$ cat config.mk
export PLATFORM = sky130hd
export DESIGN_NAME = pipe_stage_reg
export DESIGN_NICKNAME = d
export VERILOG_FILES = /design/src/rtl/pipe_stage_reg.sv
export SDC_FILE = /design/constraint.sdc
export NUM_CORES = 1
export LEC_CHECK = 0
export ABC_AREA = 1
export CORE_ASPECT_RATIO = 0.7
export CORE_MARGIN = 2
export CORE_UTILIZATION = 30
export DETAILED_ROUTE_END_ITERATION = 8
export GPL_ROUTABILITY_DRIVEN = 0
export GPL_TIMING_DRIVEN = 0
export SLEW_MARGIN = 10
export SYNTH_ARGS = -nofsm -noshare
export SYNTH_HDL_FRONTEND = slang
export SYNTH_SLANG_ARGS = --single-unit
$ cat constraint.sdc
create_clock -name clk -period 1.6 [get_ports clk]
set_input_delay 0.32 -clock clk [delete_from_list [all_inputs] [get_ports clk]]
set_output_delay 0.32 -clock clk [all_outputs]
set_load 0.005 [all_outputs]
$ cat src/rtl/pipe_stage_reg.sv
// Generic inter-stage pipeline register with valid/ready handshake, flush,
// optional 2-entry skid buffer and saturating stall/bubble counters.
// Control bits and payload read as zero whenever the stage holds no entry,
// so downstream write enables can never fire on a bubble.
module pipe_stage_reg #(
   parameter int DATA_W = 32,
   parameter int CTRL_W = 8,
   parameter int SKID   = 1,
   parameter int CNT_W  = 16
) (
   input  logic              clk,
   input  logic              rst,
   input  logic              in_valid,
   output logic              in_ready,
   input  logic [DATA_W-1:0] in_data,
   input  logic [CTRL_W-1:0] in_ctrl,
   input  logic              flush,
   output logic              out_valid,
   input  logic              out_ready,
   output logic [DATA_W-1:0] out_data,
   output logic [CTRL_W-1:0] out_ctrl,
   output logic [CNT_W-1:0]  stall_cnt,
   output logic [CNT_W-1:0]  bubble_cnt
);

   localparam logic [CNT_W-1:0] CNT_MAX = '1;
   localparam logic [CNT_W-1:0] CNT_ONE = 1;

   logic w_in_xfer;
   logic w_out_xfer;

   assign w_in_xfer  = in_valid & in_ready;
   assign w_out_xfer = out_valid & out_ready;

   generate
      if (SKID != 0) begin : g_skid
         typedef enum logic [1:0] {
            ST_EMPTY = 2'd0,
            ST_ONE   = 2'd1,
            ST_FULL  = 2'd2
         } state_t;

         state_t            r_state;
         logic              r_out_valid;
         logic              r_in_ready;
         logic [DATA_W-1:0] r_main_data;
         logic [CTRL_W-1:0] r_main_ctrl;
         logic [DATA_W-1:0] r_skid_data;
         logic [CTRL_W-1:0] r_skid_ctrl;

         // Main/skid occupancy FSM; in_ready is registered so out_ready never
         // reaches the upstream stage combinationally.
         always_ff @(posedge clk) begin
            // NOTE: payload registers are reset along with the valid bits,
            // because an empty stage must present all-zero data and control.
            if (rst || flush) begin
               r_state     <= ST_EMPTY;
               r_out_valid <= 1'b0;
               r_in_ready  <= 1'b1;
               r_main_data <= '0;
               r_main_ctrl <= '0;
               r_skid_data <= '0;
               r_skid_ctrl <= '0;
            end else begin
               // NOTE: non-blocking assignments only, so every register
               // below sees the pre-edge value of every other register.
               case (r_state)
                  ST_EMPTY: begin
                     if (w_in_xfer) begin
                        r_main_data <= in_data;
                        r_main_ctrl <= in_ctrl;
                        r_out_valid <= 1'b1;
                        r_state     <= ST_ONE;
                     end
                  end
                  ST_ONE: begin
                     if (w_in_xfer && w_out_xfer) begin
                        r_main_data <= in_data;
                        r_main_ctrl <= in_ctrl;
                     end else if (w_in_xfer) begin
                        r_skid_data <= in_data;
                        r_skid_ctrl <= in_ctrl;
                        r_in_ready  <= 1'b0;
                        r_state     <= ST_FULL;
                     end else if (w_out_xfer) begin
                        r_main_data <= '0;
                        r_main_ctrl <= '0;
                        r_out_valid <= 1'b0;
                        r_state     <= ST_EMPTY;
                     end
                  end
                  ST_FULL: begin
                     if (w_out_xfer) begin
                        r_main_data <= r_skid_data;
                        r_main_ctrl <= r_skid_ctrl;
                        r_skid_data <= '0;
                        r_skid_ctrl <= '0;
                        r_in_ready  <= 1'b1;
                        r_state     <= ST_ONE;
                     end
                  end
                  default: begin
                     r_state     <= ST_EMPTY;
                     r_out_valid <= 1'b0;
                     r_in_ready  <= 1'b1;
                     r_main_data <= '0;
                     r_main_ctrl <= '0;
                     r_skid_data <= '0;
                     r_skid_ctrl <= '0;
                  end
               endcase
            end
         end

         assign in_ready  = r_in_ready;
         assign out_valid = r_out_valid;
         assign out_data  = r_main_data;
         assign out_ctrl  = r_main_ctrl;
      end else begin : g_single
         logic              r_out_valid;
         logic [DATA_W-1:0] r_main_data;
         logic [CTRL_W-1:0] r_main_ctrl;

         // Single register: load on accept, clear when drained without refill.
         always_ff @(posedge clk) begin
            if (rst || flush) begin
               r_out_valid <= 1'b0;
               r_main_data <= '0;
               r_main_ctrl <= '0;
            end else if (w_in_xfer) begin
               r_out_valid <= 1'b1;
               r_main_data <= in_data;
               r_main_ctrl <= in_ctrl;
            end else if (w_out_xfer) begin
               r_out_valid <= 1'b0;
               r_main_data <= '0;
               r_main_ctrl <= '0;
            end
         end

         assign in_ready  = out_ready | ~r_out_valid;
         assign out_valid = r_out_valid;
         assign out_data  = r_main_data;
         assign out_ctrl  = r_main_ctrl;
      end
   endgenerate

   logic [CNT_W-1:0] r_stall_cnt;
   logic [CNT_W-1:0] r_bubble_cnt;

   // Saturating performance counters; they keep counting through flush.
   always_ff @(posedge clk) begin
      if (rst) begin
         r_stall_cnt  <= '0;
         r_bubble_cnt <= '0;
      end else begin
         if (out_valid && !out_ready && (r_stall_cnt != CNT_MAX))
            r_stall_cnt <= r_stall_cnt + CNT_ONE;
         if (!out_valid && out_ready && (r_bubble_cnt != CNT_MAX))
            r_bubble_cnt <= r_bubble_cnt + CNT_ONE;
      end
   end

   assign stall_cnt  = r_stall_cnt;
   assign bubble_cnt = r_bubble_cnt;

endmodule

# [Word level (Yosys, flattened, before mapping)]
# Index checks and enable logic that the tools add are counted.
[totals] regBits=116 latch_bits=0 mem_bits_rw=0 rom_bits=0 inputBits=45 word_cells=72 memories=0
[op_classes] addsub=2 multipliers=0 n_div=0 magnitude_cmp=0 n_eq_ne=13 shifts=0 n_mux=31 bitwise_logic=4 n_reduce_logical=13
[op_table] cell="$mux W32" count=6
[op_table] cell="$pmux W32 S3" count=2
[op_table] cell="$mux W8" count=6
[op_table] cell="$pmux W8 S3" count=2
[op_table] cell="$add A16 B1 Y16 const B" count=2
[op_table] cell="$ne A16 B16 Y1 const B" count=2
[op_table] cell="$ne A2 B2 Y1 const B" count=6
[op_table] cell="$reduce_and A4 Y1" count=3
[op_table] cell="$mux W2" count=5
[op_table] cell="$ne A3 B3 Y1 const B" count=3
[op_table] cell="$mux W1" count=7
[op_table] cell="$pmux W1 S3" count=2
[op_table] cell="$pmux W2 S3" count=1
[op_table] cell="$logic_and A1 B1 Y1" count=5
[op_table] cell="$reduce_and A5 Y1" count=1
[op_table] cell="$and A1 B1 Y1" count=2
[op_table] cell="$eq A2 B1 Y1 const B" count=1
[op_table] cell="$eq A2 B2 Y1 const B" count=1
[op_table] cell="$logic_not A1 Y1" count=2
[op_table] cell="$logic_not A2 Y1" count=1
[op_table] cell="$not A1 Y1" count=2
[op_table] cell="$logic_or A1 B1 Y1" count=1

# [Logic depth before layout (Yosys ltp)]
# Gate-level depths: netlist of the first run.
[depth] word_depth=5 ltp_mapped=10

# [Worst setup path after synthesis of the first run]
# OpenSTA, ideal clock, no wires.
[synth_path] path_type="register to register" from="reg r_stall_cnt[0] (netlist: stall_cnt[0])" to="reg r_stall_cnt[1] (netlist: stall_cnt[1])" setup_ps=116 arrival_time_ps=1419 setup_slack_ps=65 stages_incl_launch_ff=10 synth_period_minus_slack_ps=1535 cell_sequence="dfxtp_1 -> ha_1 -> nand2_1 -> nor2_2 -> nand2_1 -> nor2_1 -> nor2_4 -> buf_6 -> nor2_1 -> nor2_1"
[synth_via] elab_chain_len=2
[synth_lines] element="from (decl)" line="148" source="logic [CNT_W-1:0] r_stall_cnt;"
[synth_lines] element="from (signal assigned)" line="158" source="r_stall_cnt <= r_stall_cnt + CNT_ONE;"
[synth_lines] element="branches (longest 2 deep; another with $add A16 B1 Y16)"
# Parallel ways; which one is timed is not known.
# A chain may end at the register's enable or synchronous reset.

# [Worst setup path in the final report of the first run]
[layout_path] from="reg g_skid.r_main_data[29] (netlist: out_data[29])" to="out out_data[29]"
[layout_rtl] element="from (decl)" line="46" source="logic [DATA_W-1:0] r_main_data;"
[layout_rtl] element="from (signal assigned)" line="70" source="r_main_data <= in_data;"
[layout_rtl] element="from (signal assigned)" line="78" source="r_main_data <= in_data;"
[layout_rtl] element="from (signal assigned)" line="94" source="r_main_data <= r_skid_data;"
[layout_rtl] element="to (decl)" line="20" source="output logic [DATA_W-1:0] out_data,"
# No word-level cell between the ends.

==> results_tabular.tex, run 1 <==
\begin{tabular}{lr}
\hline
Metric & Value \\
\hline
\multicolumn{2}{l}{\textbf{Run status}} \\
Status & completed \\
\multicolumn{2}{l}{\textbf{Placement}} \\
Buffers on Ports & 118 \\
Detailed placer's ending HPWL & 11.1 mm \\
Placed cell areas & 6780 µm² \\
\multicolumn{2}{l}{\textbf{Floorplan}} \\
Total I/O pin count & 119 \\
Die width & 163 µm \\
Core Footprint & about 17000 µm² \\
Initial core utilization & a little under a third \\
Site row count & 40 \\
Die height & 115 µm \\
Die area & 18800 µm² \\
\multicolumn{2}{l}{\textbf{Critical path}} \\
Delay of the slowest critical-path stage & 0.50 ns \\
Worst path bufs/invs & 1 \\
Instance count on the critical path & 1 \\
Cell count of the worst reg-to-reg path & 9 \\
Arrival time at the worst endpoint & 1.23 ns \\
FF-to-FF Start & bubble\_cnt[0]\$\_SDFFE\_PP0P\_ \\
Dominant delay contributor by cell family on the critical path & buffers and inverters \\
Maximum fanout count along the critical path & 2 \\
Worst setup path start & out\_data[29]\$\_SDFFE\_PP0P\_ \\
Critical path required time & roughly 1.3 ns \\
Worst Setup Path Type & reg -> out \\
Element type at the critical path start & flop \\
Cells along the critical path & clkdlybuf4s50\_1 \\
Crit path to & out\_data[29] \\
Critical-path top delay cell & sky130\_fd\_sc\_hd\_\_clkdlybuf4s50\_1 \\
End of the worst register-to-register path & bubble\_cnt[13]\$\_SDFFE\_PP0P\_ \\
Category of the worst setup path capture point & output pin \\
Register-to-Register Setup Slack & 0.11 ns \\
\multicolumn{2}{l}{\textbf{Run}} \\
Max-cap check violation count & 0 \\
\multicolumn{2}{l}{\textbf{Detailed routing}} \\
Total via count in the routed design & about 5400 \\
Detailed Routing Iterations Pass 1 & 7 \\
DRT antenna net count & 0 \\
Violation count after the first detailed-routing iteration & 341 \\
Final routed DRC violation total & 0 \\
Post-detailed-route via-to-cell ratio & between 4 and 5 \\
Final Routed Wirelength & 15.5 mm \\
Post-detailed-route wirelength per cell & $\sim$13 µm \\
\multicolumn{2}{l}{\textbf{Timing}} \\
Final max-slew violation count & 0 \\
Max-slew headroom & 63.2\% \\
Fin crit period & 1.55 ns \\
Final number of hold-violating endpoints & 0 \\
Slew at the pin with the worst max-slew slack & $\sim$0.55 ns \\
Tcrit/Tclk final & 97.0\% \\
Maximum clock frequency & about 640 MHz \\
Setup Viol. Count Final & 0 \\
Hold Worst Slack & 0.399 ns \\
Setup skew after layout & approximately 0.015 ns \\
\multicolumn{2}{l}{\textbf{Cells and area}} \\
Final design instance area without fill & 7730 µm² \\
Final-stage net count & 981 \\
Layout area overhead & 45.6\% \\
Filler instances & 1755 \\
Share of cells above drive strength 1 & 15.2\% \\
\# diodes & 0 \\
\multicolumn{2}{l}{\textbf{Global routing}} \\
GR Overflow Total & 0 \\
Via count of the first global-routing pass & about 4800 \\
Initial antenna violation count & 0 \\
Global routing usage summed across all routing layers & around 17\% \\
Maximum number of pins on one net before global-route repair & 17 \\
Global-route wire length before repair & 24.5 mm \\
\multicolumn{2}{l}{\textbf{Clock network}} \\
TritonCTS clock tree & yes \\
Root Driver & sky130\_fd\_sc\_hd\_\_clkbuf\_16 \\
Clock latency on the worst-skew pair & 0.41 ns \\
Clock buffers created by TritonCTS & 17 \\
Clock Sink Count & around 120 \\
Register clock-pin slew on the reported worst setup and hold paths & 0.05 ns \\
Maximum level of the CTS H-tree & 4 \\
Largest buffer count on any clock path & 2 \\
\multicolumn{2}{l}{\textbf{Synth}} \\
Synth unique cells & 27 \\
Synth Flop Type & sky130\_fd\_sc\_hd\_\_dfxtp\_1 \\
Per-instance average area after synthesis & 6.78 µm² \\
Async set-reset flop share out of synthesis & 0\% \\
Count of flip-flops with a built-in enable after synthesis & 0 \\
Warning count from the yosys run & 0 \\
Post-synthesis net count & 830 \\
Synth Cell Area & roughly 5300 µm² \\
Mapped Cells & between 700 and 800 \\
Sequential fraction of the synthesis area & 43.7\% \\
Total of flip-flops plus latches after synthesis & 116 \\
\multicolumn{2}{l}{\textbf{Pwr}} \\
Final Total Pwr & 7440 µW \\
Power density over the cells & between 900 and 1000 nW/µm² \\
Maximum VDD drop & approximately 580 µV \\
Standby leakage power & $\sim$0.0036 µW \\
\multicolumn{2}{l}{\textbf{Min path}} \\
Hold Crit Class & in -> reg \\
\hline
\end{tabular}
## flip-flops by register name (all words and copies together) (netlist names)
name / cells
stall_cnt: 16
out_valid: 1
in_ready: 1
g_skid.r_skid_data: 32
bubble_cnt: 16
out_ctrl: 8
out_data: 32
g_skid.r_state: 2
g_skid.r_skid_ctrl: 8
## where the power goes
| part | leakage (µW) | switching [µW] | internal (µW) |
|---|---|---|---|
| Sequential | 0.000964 | 43.5 | 2910 |
| Combinational | 0.00236 | 408 | 332 |
| Clock | 0.000291 | 1340 | 2410 |
| Total | 0.00362 | 1790 | 5650 |
## worst register-to-register path, delay by kind of cell, from the launching register on
family	cells	cell delay (ns)
and+or+nand+nor	5	0.49
DFF	1	0.39
adders and majority gates	1	0.18
AOI/OAI and AO/OA	1	0.12
buffers and inverters	2	0.20
## cell families after synthesis
family | count (synthesis) | share of synthesized area, %
simple gates | 469 | 35.5
flops | 116 | 43.7
compound gates | 114 | 12.0
buf+inv | 70 | 6.34
xor+xnor | 12 | 1.98
fa+ha+maj | 2 | 0.471
## cells in the final DEF (no fill, tap or decap), types with 3 or more instances in the layout
cell / Yosys / layout
sky130_fd_sc_hd__a21oi_1: 84 / 83
sky130_fd_sc_hd__a22oi_1: 24 / 24
sky130_fd_sc_hd__buf_2: 8 / 4
sky130_fd_sc_hd__buf_4: 15 / 27
sky130_fd_sc_hd__buf_6: 1 / 5
sky130_fd_sc_hd__clkbuf_1: 13 / 12
sky130_fd_sc_hd__clkbuf_16: 0 / 17
sky130_fd_sc_hd__clkbuf_2: 0 / 6
sky130_fd_sc_hd__clkbuf_8: 0 / 3
sky130_fd_sc_hd__clkdlybuf4s50_1: 0 / 55
sky130_fd_sc_hd__clkinv_2: 0 / 5
sky130_fd_sc_hd__dfxtp_1: 116 / 80
sky130_fd_sc_hd__dfxtp_2: 0 / 11
sky130_fd_sc_hd__dfxtp_4: 0 / 25
sky130_fd_sc_hd__dlygate4sd2_1: 0 / 32
sky130_fd_sc_hd__dlymetal6s2s_1: 0 / 31
sky130_fd_sc_hd__inv_1: 25 / 25
sky130_fd_sc_hd__inv_2: 6 / 6
sky130_fd_sc_hd__nand2_1: 344 / 339
sky130_fd_sc_hd__nand2_2: 4 / 8
sky130_fd_sc_hd__nand3_1: 22 / 22
sky130_fd_sc_hd__nand4_1: 12 / 12
sky130_fd_sc_hd__nor2_1: 76 / 71
sky130_fd_sc_hd__nor2_2: 4 / 5
sky130_fd_sc_hd__nor2_4: 4 / 8
sky130_fd_sc_hd__xnor2_1: 5 / 5
sky130_fd_sc_hd__xor2_1: 7 / 7
## routing by layer
layer  GRT usage (%)  share of wire, %
met1            25.4                55
met2            22.8                39
met3            4.58               5.4
met4            5.37               1.1
met5               0                 0
## synth_stat cells, types with 2 or more instances
cell type                  count  share of area [%]
sky130_fd_sc_hd__inv_2         6               0.42
sky130_fd_sc_hd__nand2_1     344                 24
sky130_fd_sc_hd__a22oi_1      24                3.4
sky130_fd_sc_hd__buf_4        15                2.1
sky130_fd_sc_hd__nor2_2        4               0.47
sky130_fd_sc_hd__buf_2         8               0.75
sky130_fd_sc_hd__nor2_1       76                5.4
sky130_fd_sc_hd__a21oi_1      84                7.9
sky130_fd_sc_hd__o21ai_1       2               0.19
sky130_fd_sc_hd__xnor2_1       5               0.82
sky130_fd_sc_hd__o21ai_0       2               0.19
sky130_fd_sc_hd__nand4_1      12                1.4
sky130_fd_sc_hd__nand3_1      22                2.1
sky130_fd_sc_hd__clkbuf_1     13               0.92
sky130_fd_sc_hd__xor2_1        7                1.2
sky130_fd_sc_hd__ha_1          2               0.47
sky130_fd_sc_hd__dfxtp_1     116                 44
sky130_fd_sc_hd__nand2_2       4               0.47
sky130_fd_sc_hd__buf_1         2               0.14
sky130_fd_sc_hd__inv_1        25                1.8
sky130_fd_sc_hd__nor2_4        4               0.85
## metrics by stage
step                      setup WS [ns]  util [%]  cells  setup TNS, ns
after detailed placement         -0.507      39.3   1132         -39.69
after CTS                      0.000140      43.5   1171              0
after global routing        -0.00000866      44.8   1178    -0.00000866
final                            0.0475      44.8   1178              0
after floorplan                  0.0648         -    783              0
after global placement           -0.490      39.3   1132         -40.22
## what timing repair did
action | 4_1_cts | 5_1_grt
hold buffers | 0 | 0
setup buffers | 7 | 6
setup endpoints to repair | 94 | 124
cloned | 0 | 1
pin swaps | 3 | 6
resized for setup | 101 | 64
## area by class of cell
| type | count | area (µm²) | area share (%) |
|---|---|---|---|
| buffer | 39 | 253 | 3.27 |
| clock inverter | 9 | 103 | 1.33 |
| sequential | 116 | 2430 | 31.4 |
| clock buffer | 23 | 478 | 6.18 |
| timing repair buffer | 132 | 1320 | 17.1 |
| multi-input combinational | 597 | 2740 | 35.5 |
| inverter | 31 | 116 | 1.50 |
| tap | 231 | 289 | 3.74 |
## worst min-delay path by stage
stage | from | endpoint | cells after the start
after detailed placement | g_skid.r_skid_data[25]$_SDFFE_PP0P_ | g_skid.r_skid_data[25]$_SDFFE_PP0P_ | 2
after global routing | out_ready | g_skid.r_state[1]$_SDFFE_PP0P_ | 4
after global placement | g_skid.r_skid_data[25]$_SDFFE_PP0P_ | g_skid.r_skid_data[25]$_SDFFE_PP0P_ | 2
after floorplan | rst | bubble_cnt[8]$_SDFFE_PP0P_ | 1
after CTS | g_skid.r_skid_data[25]$_SDFFE_PP0P_ | g_skid.r_skid_data[25]$_SDFFE_PP0P_ | 2
final | out_ready | g_skid.r_state[1]$_SDFFE_PP0P_ | 4
Power figures use the tool's default switching activity.
==> run 2, diff against run 1 <==
--- a/constraint.sdc
+++ b/constraint.sdc
@@ -3,2 +3,2 @@
 set_output_delay 0.32 -clock clk [all_outputs]
-set_load 0.005 [all_outputs]
+set_load 0.01 [all_outputs]
==> run 2 against run 1 <==
Against the previous run: flip-flop and latch count unchanged; final cell count down 0.85%; combinational power about the same; sequential power about the same; worst setup slack better by 0.048 ns; die area unchanged; non-clock buffer count down 10; wire length down 0.85%; clock skew up 0.0014 ns; global-route usage down 0.17 points; total power up 0.52%; fmax up 3.2%; critical endpoint is now bubble_cnt[13]$_SDFFE_PP0P_; largest cell class unchanged.
==> results_tabular.tex, run 2 (synthesis gave the netlist of run 1 again) <==
\begin{tabular}{lr}
\hline
Metric & Value \\
\hline
\multicolumn{2}{l}{\textbf{Pwr}} \\
Logic gate share of total power & 9.9\% (about the same) \\
Switching Power & 1810 µW (was 1790 µW) \\
Power density over the cells & 1000 nW/µm² (was 962 nW/µm²) \\
Flop pwr share & 40.0\% (was 39.7\%) \\
Standby leakage power & 0.00321 µW (was 0.00362 µW) \\
Clk pwr share & 50.1\% (was 50.3\%) \\
Total internal power & 5670 µW (was 5650 µW) \\
Maximum VDD drop & 581 µV (was 578 µV) \\
Sw Share & 24.2\% (was 24.1\%) \\
\multicolumn{2}{l}{\textbf{Critical path}} \\
Register-to-Register Setup Slack & 0.1 ns (was 0.11 ns) \\
FF-to-FF Start & bubble\_cnt[0]\$\_SDFFE\_PP0P\_ (unchanged) \\
Cell count of the worst reg-to-reg path & 9 (unchanged) \\
Critical-path top delay cell & sky130\_fd\_sc\_hd\_\_dfxtp\_4 (was sky130\_fd\_sc\_hd\_\_clkdlybuf4s50\_1) \\
Worst Setup Path Type & reg -> reg (was reg -> out) \\
Delay of the slowest critical-path stage & 0.39 ns (was 0.50 ns) \\
Arrival time at the worst endpoint & 1.81 ns (was 1.23 ns) \\
End of the worst register-to-register path & bubble\_cnt[13]\$\_SDFFE\_PP0P\_ (unchanged) \\
Maximum fanout count along the critical path & 7 (was 2) \\
Worst path bufs/invs & 2 (was 1) \\
Critical path required time & 1.90 ns (was 1.28 ns) \\
Category of the worst setup path capture point & flop (was output pin) \\
Dominant delay contributor by cell family on the critical path & simple AND/OR/NAND/NOR gates (was buffers and inverters) \\
Element type at the critical path start & flop (unchanged) \\
Cells along the critical path & ha\_4, inv\_1, nor2\_1, nand2\_1, nor2\_4, nor2\_4, buf\_4, a21oi\_1, nor2\_1 (was clkdlybuf4s50\_1) \\
\multicolumn{2}{l}{\textbf{Min path}} \\
Number of instances on the worst hold path & 4 (unchanged) \\
Start point of the worst min-delay path & out\_ready (unchanged) \\
Worst Hold End & g\_skid.r\_state[1]\$\_SDFFE\_PP0P\_ (unchanged) \\
Hold Crit Class & in -> reg (unchanged) \\
\multicolumn{2}{l}{\textbf{Floorplan}} \\
Die area & 18800 µm² (unchanged) \\
Core Footprint & 17300 µm² (unchanged) \\
Die height & 115 µm (unchanged) \\
Initial core utilization & 30.8\% (unchanged) \\
Site row count & 40 (unchanged) \\
Die width & 163 µm (unchanged) \\
Total I/O pin count & 119 (unchanged) \\
\multicolumn{2}{l}{\textbf{Detailed routing}} \\
DRT antenna net count & 0 (unchanged) \\
Violation count after the first detailed-routing iteration & 351 (was 341) \\
Post-detailed-route via-to-cell ratio & 4.53 (was 4.55) \\
Post-detailed-route wirelength per cell & 13.1 µm (about the same) \\
Detailed Routing Iterations Pass 1 & 5 (was 7) \\
Final routed DRC violation total & 0 (unchanged) \\
Total via count in the routed design & 5294 (was 5358) \\
Final Routed Wirelength & 15.3 mm (was 15.5 mm) \\
\multicolumn{2}{l}{\textbf{Timing}} \\
Max-slew headroom & 62.1\% (was 63.2\%) \\
Final max-slew violation count & 0 (unchanged) \\
Setup skew after layout & 0.0161 ns (was 0.0147 ns) \\
Fin crit period & 1.50 ns (was 1.55 ns) \\
Setup Viol. Count Final & 0 (unchanged) \\
Tcrit/Tclk final & 94.0\% (was 97.0\%) \\
Maximum clock frequency & 665 MHz (was 644 MHz) \\
Setup repair after global routing missed its margin & false \\
Final number of hold-violating endpoints & 0 (unchanged) \\
Setup Total Neg Slack & 0 ns (unchanged) \\
Slew at the pin with the worst max-slew slack & 0.569 ns (was 0.552 ns) \\
Hold Worst Slack & 0.385 ns (was 0.399 ns) \\
\multicolumn{2}{l}{\textbf{Cells and area}} \\
Commonest cells after routing, fill and taps aside & sky130\_fd\_sc\_hd\_\_nand2\_1 (340), sky130\_fd\_sc\_hd\_\_dfxtp\_1 (90), sky130\_fd\_sc\_hd\_\_a21oi\_1 (83) (was sky130\_fd\_sc\_hd\_\_nand2\_1 (339), sky130\_fd\_sc\_hd\_\_a21oi\_1 (83), sky130\_fd\_sc\_hd\_\_dfxtp\_1 (80)) \\
Sequential cell area in the final layout & 2360 µm² (was 2430 µm²) \\
Filler instances & 1783 (was 1755) \\
\# diodes & 0 (unchanged) \\
Area of the multi-input gates & 2730 µm² (was 2740 µm²) \\
Share of cells above drive strength 1 & 12.9\% (was 15.2\%) \\
Layout area overhead & 40.3\% (was 45.6\%) \\
Most common library cell in the layout ignoring fill and taps & sky130\_fd\_sc\_hd\_\_nand2\_1 (unchanged) \\
Final-stage net count & 971 (was 981) \\
\multicolumn{2}{l}{\textbf{Global routing}} \\
Global routing usage summed across all routing layers & 16.6\% (was 16.8\%) \\
Initial antenna violation count & 0 (unchanged) \\
Via count of the first global-routing pass & 4711 (was 4779) \\
Maximum number of pins on one net before global-route repair & 17 (unchanged) \\
GR Overflow Total & 0 (unchanged) \\
Global-route wire length before repair & 24.3 mm (was 24.5 mm) \\
\multicolumn{2}{l}{\textbf{Clock network}} \\
Maximum level of the CTS H-tree & 4 (unchanged) \\
Largest buffer count on any clock path & 2 (unchanged) \\
Clock Sink Count & 116 (unchanged) \\
Register clock-pin slew on the reported worst setup and hold paths & 0.06 ns (was 0.05 ns) \\
Post-CTS Hold Buffers & 0 (unchanged) \\
Clock buffers created by TritonCTS & 17 (unchanged) \\
TritonCTS clock tree & yes (unchanged) \\
Clock latency on the worst-skew pair & 0.41 ns (about the same) \\
Root Driver & sky130\_fd\_sc\_hd\_\_clkbuf\_16 (unchanged) \\
\multicolumn{2}{l}{\textbf{Run status}} \\
Status & completed (unchanged) \\
\multicolumn{2}{l}{\textbf{Placement}} \\
Detailed placer's ending HPWL & 11.1 mm (unchanged) \\
Buffers on Ports & 118 (unchanged) \\
\multicolumn{2}{l}{\textbf{Run}} \\
Max-cap check violation count & 0 (unchanged) \\
\hline
\end{tabular}
==> run 2: changes by cell type in the layout (fill, tap and decap cells not counted), moves of 10 or more <==
cell	before	now
sky130_fd_sc_hd__dlygate4sd2_1	32	74
sky130_fd_sc_hd__dlymetal6s2s_1	31	1
sky130_fd_sc_hd__dfxtp_4	25	2
sky130_fd_sc_hd__dfxtp_2	11	24
sky130_fd_sc_hd__clkdlybuf4s50_1	55	43
sky130_fd_sc_hd__buf_4	27	17
sky130_fd_sc_hd__dfxtp_1	80	90
==> run 2: per-layer routing <==
layer | global-route usage, % | vias up | wire length [µm]
met5 | 0 | - | 0
met4 | 5.25 | 0 | 167
met3 | 4.40 | 11 | 838
met2 | 22.5 | 128 | 5870
met1 | 25.3 | 2359 | 8460
li1 | - | 2796 | -
==> run 2: power groups by stage <==
stage / logic, µW / registers (µW) / clock network [µW]
2_1_floorplan: 373 / 3070 / 0
3_3_place_gp: 751 / 3050 / 0
3_5_place_dp: 752 / 3050 / 0
4_1_cts: 732 / 2990 / 3840
5_1_grt: 829 / 3000 / 3990
6_report: 741 / 2990 / 3750
==> run 2: worst max-delay path by stage <==
stage / start / to / cells after the start
2_1_floorplan: stall_cnt[0]$_SDFFE_PP0P_ / stall_cnt[1]$_SDFFE_PP0P_ / 9
3_3_place_gp: rst / out_data[20]$_SDFFE_PP0P_ / 5
3_5_place_dp: rst / out_data[27]$_SDFFE_PP0P_ / 5
4_1_cts: rst / out_data[27]$_SDFFE_PP0P_ / 5
5_1_grt: bubble_cnt[0]$_SDFFE_PP0P_ / bubble_cnt[2]$_SDFFE_PP0P_ / 9
6_report: bubble_cnt[0]$_SDFFE_PP0P_ / bubble_cnt[13]$_SDFFE_PP0P_ / 9
==> run 2: repair_timing <==
item                                    CTS  global route
gates cloned                              0             1
pin swaps                                 3             5
gates resized for setup                 110            30
setup buffers                             0             3
endpoints found under the setup margin  127            93
==> run 2: through the flow <==
stage / area, µm² / util, % / setup WS [ns] / std cells / power, µW
2_1_floorplan: 5310 / - / 0.0176 / 783 / 3440
3_3_place_gp: 6780 / 39.3 / -0.490 / 1132 / 3810
3_5_place_dp: 6780 / 39.3 / -0.507 / 1132 / 3810
4_1_cts: 7340 / 42.5 / 0.00681 / 1164 / 7560
5_1_grt: 7450 / 43.2 / 0.000377 / 1168 / 7820
6_report: 7450 / 43.2 / 0.0952 / 1168 / 7480
==> run 2: final cells by class <==
cell class,count,share of cell area (%)
multi-input cells,597,36.7
flip-flops and latches,116,31.7
repair buffers,122,15.0
clock buffers,23,6.41
well taps,231,3.88
plain buffers,39,3.38
inverters,31,1.56
clock inverters,9,1.38
==> run 2: worst min-delay path, stage by stage <==
cell and delay (ns):
sky130_fd_sc_hd__dlymetal6s2s_1 0.17, sky130_fd_sc_hd__nand2_2 0.14, sky130_fd_sc_hd__nand2_1 0.08, sky130_fd_sc_hd__nor2_1 0.03
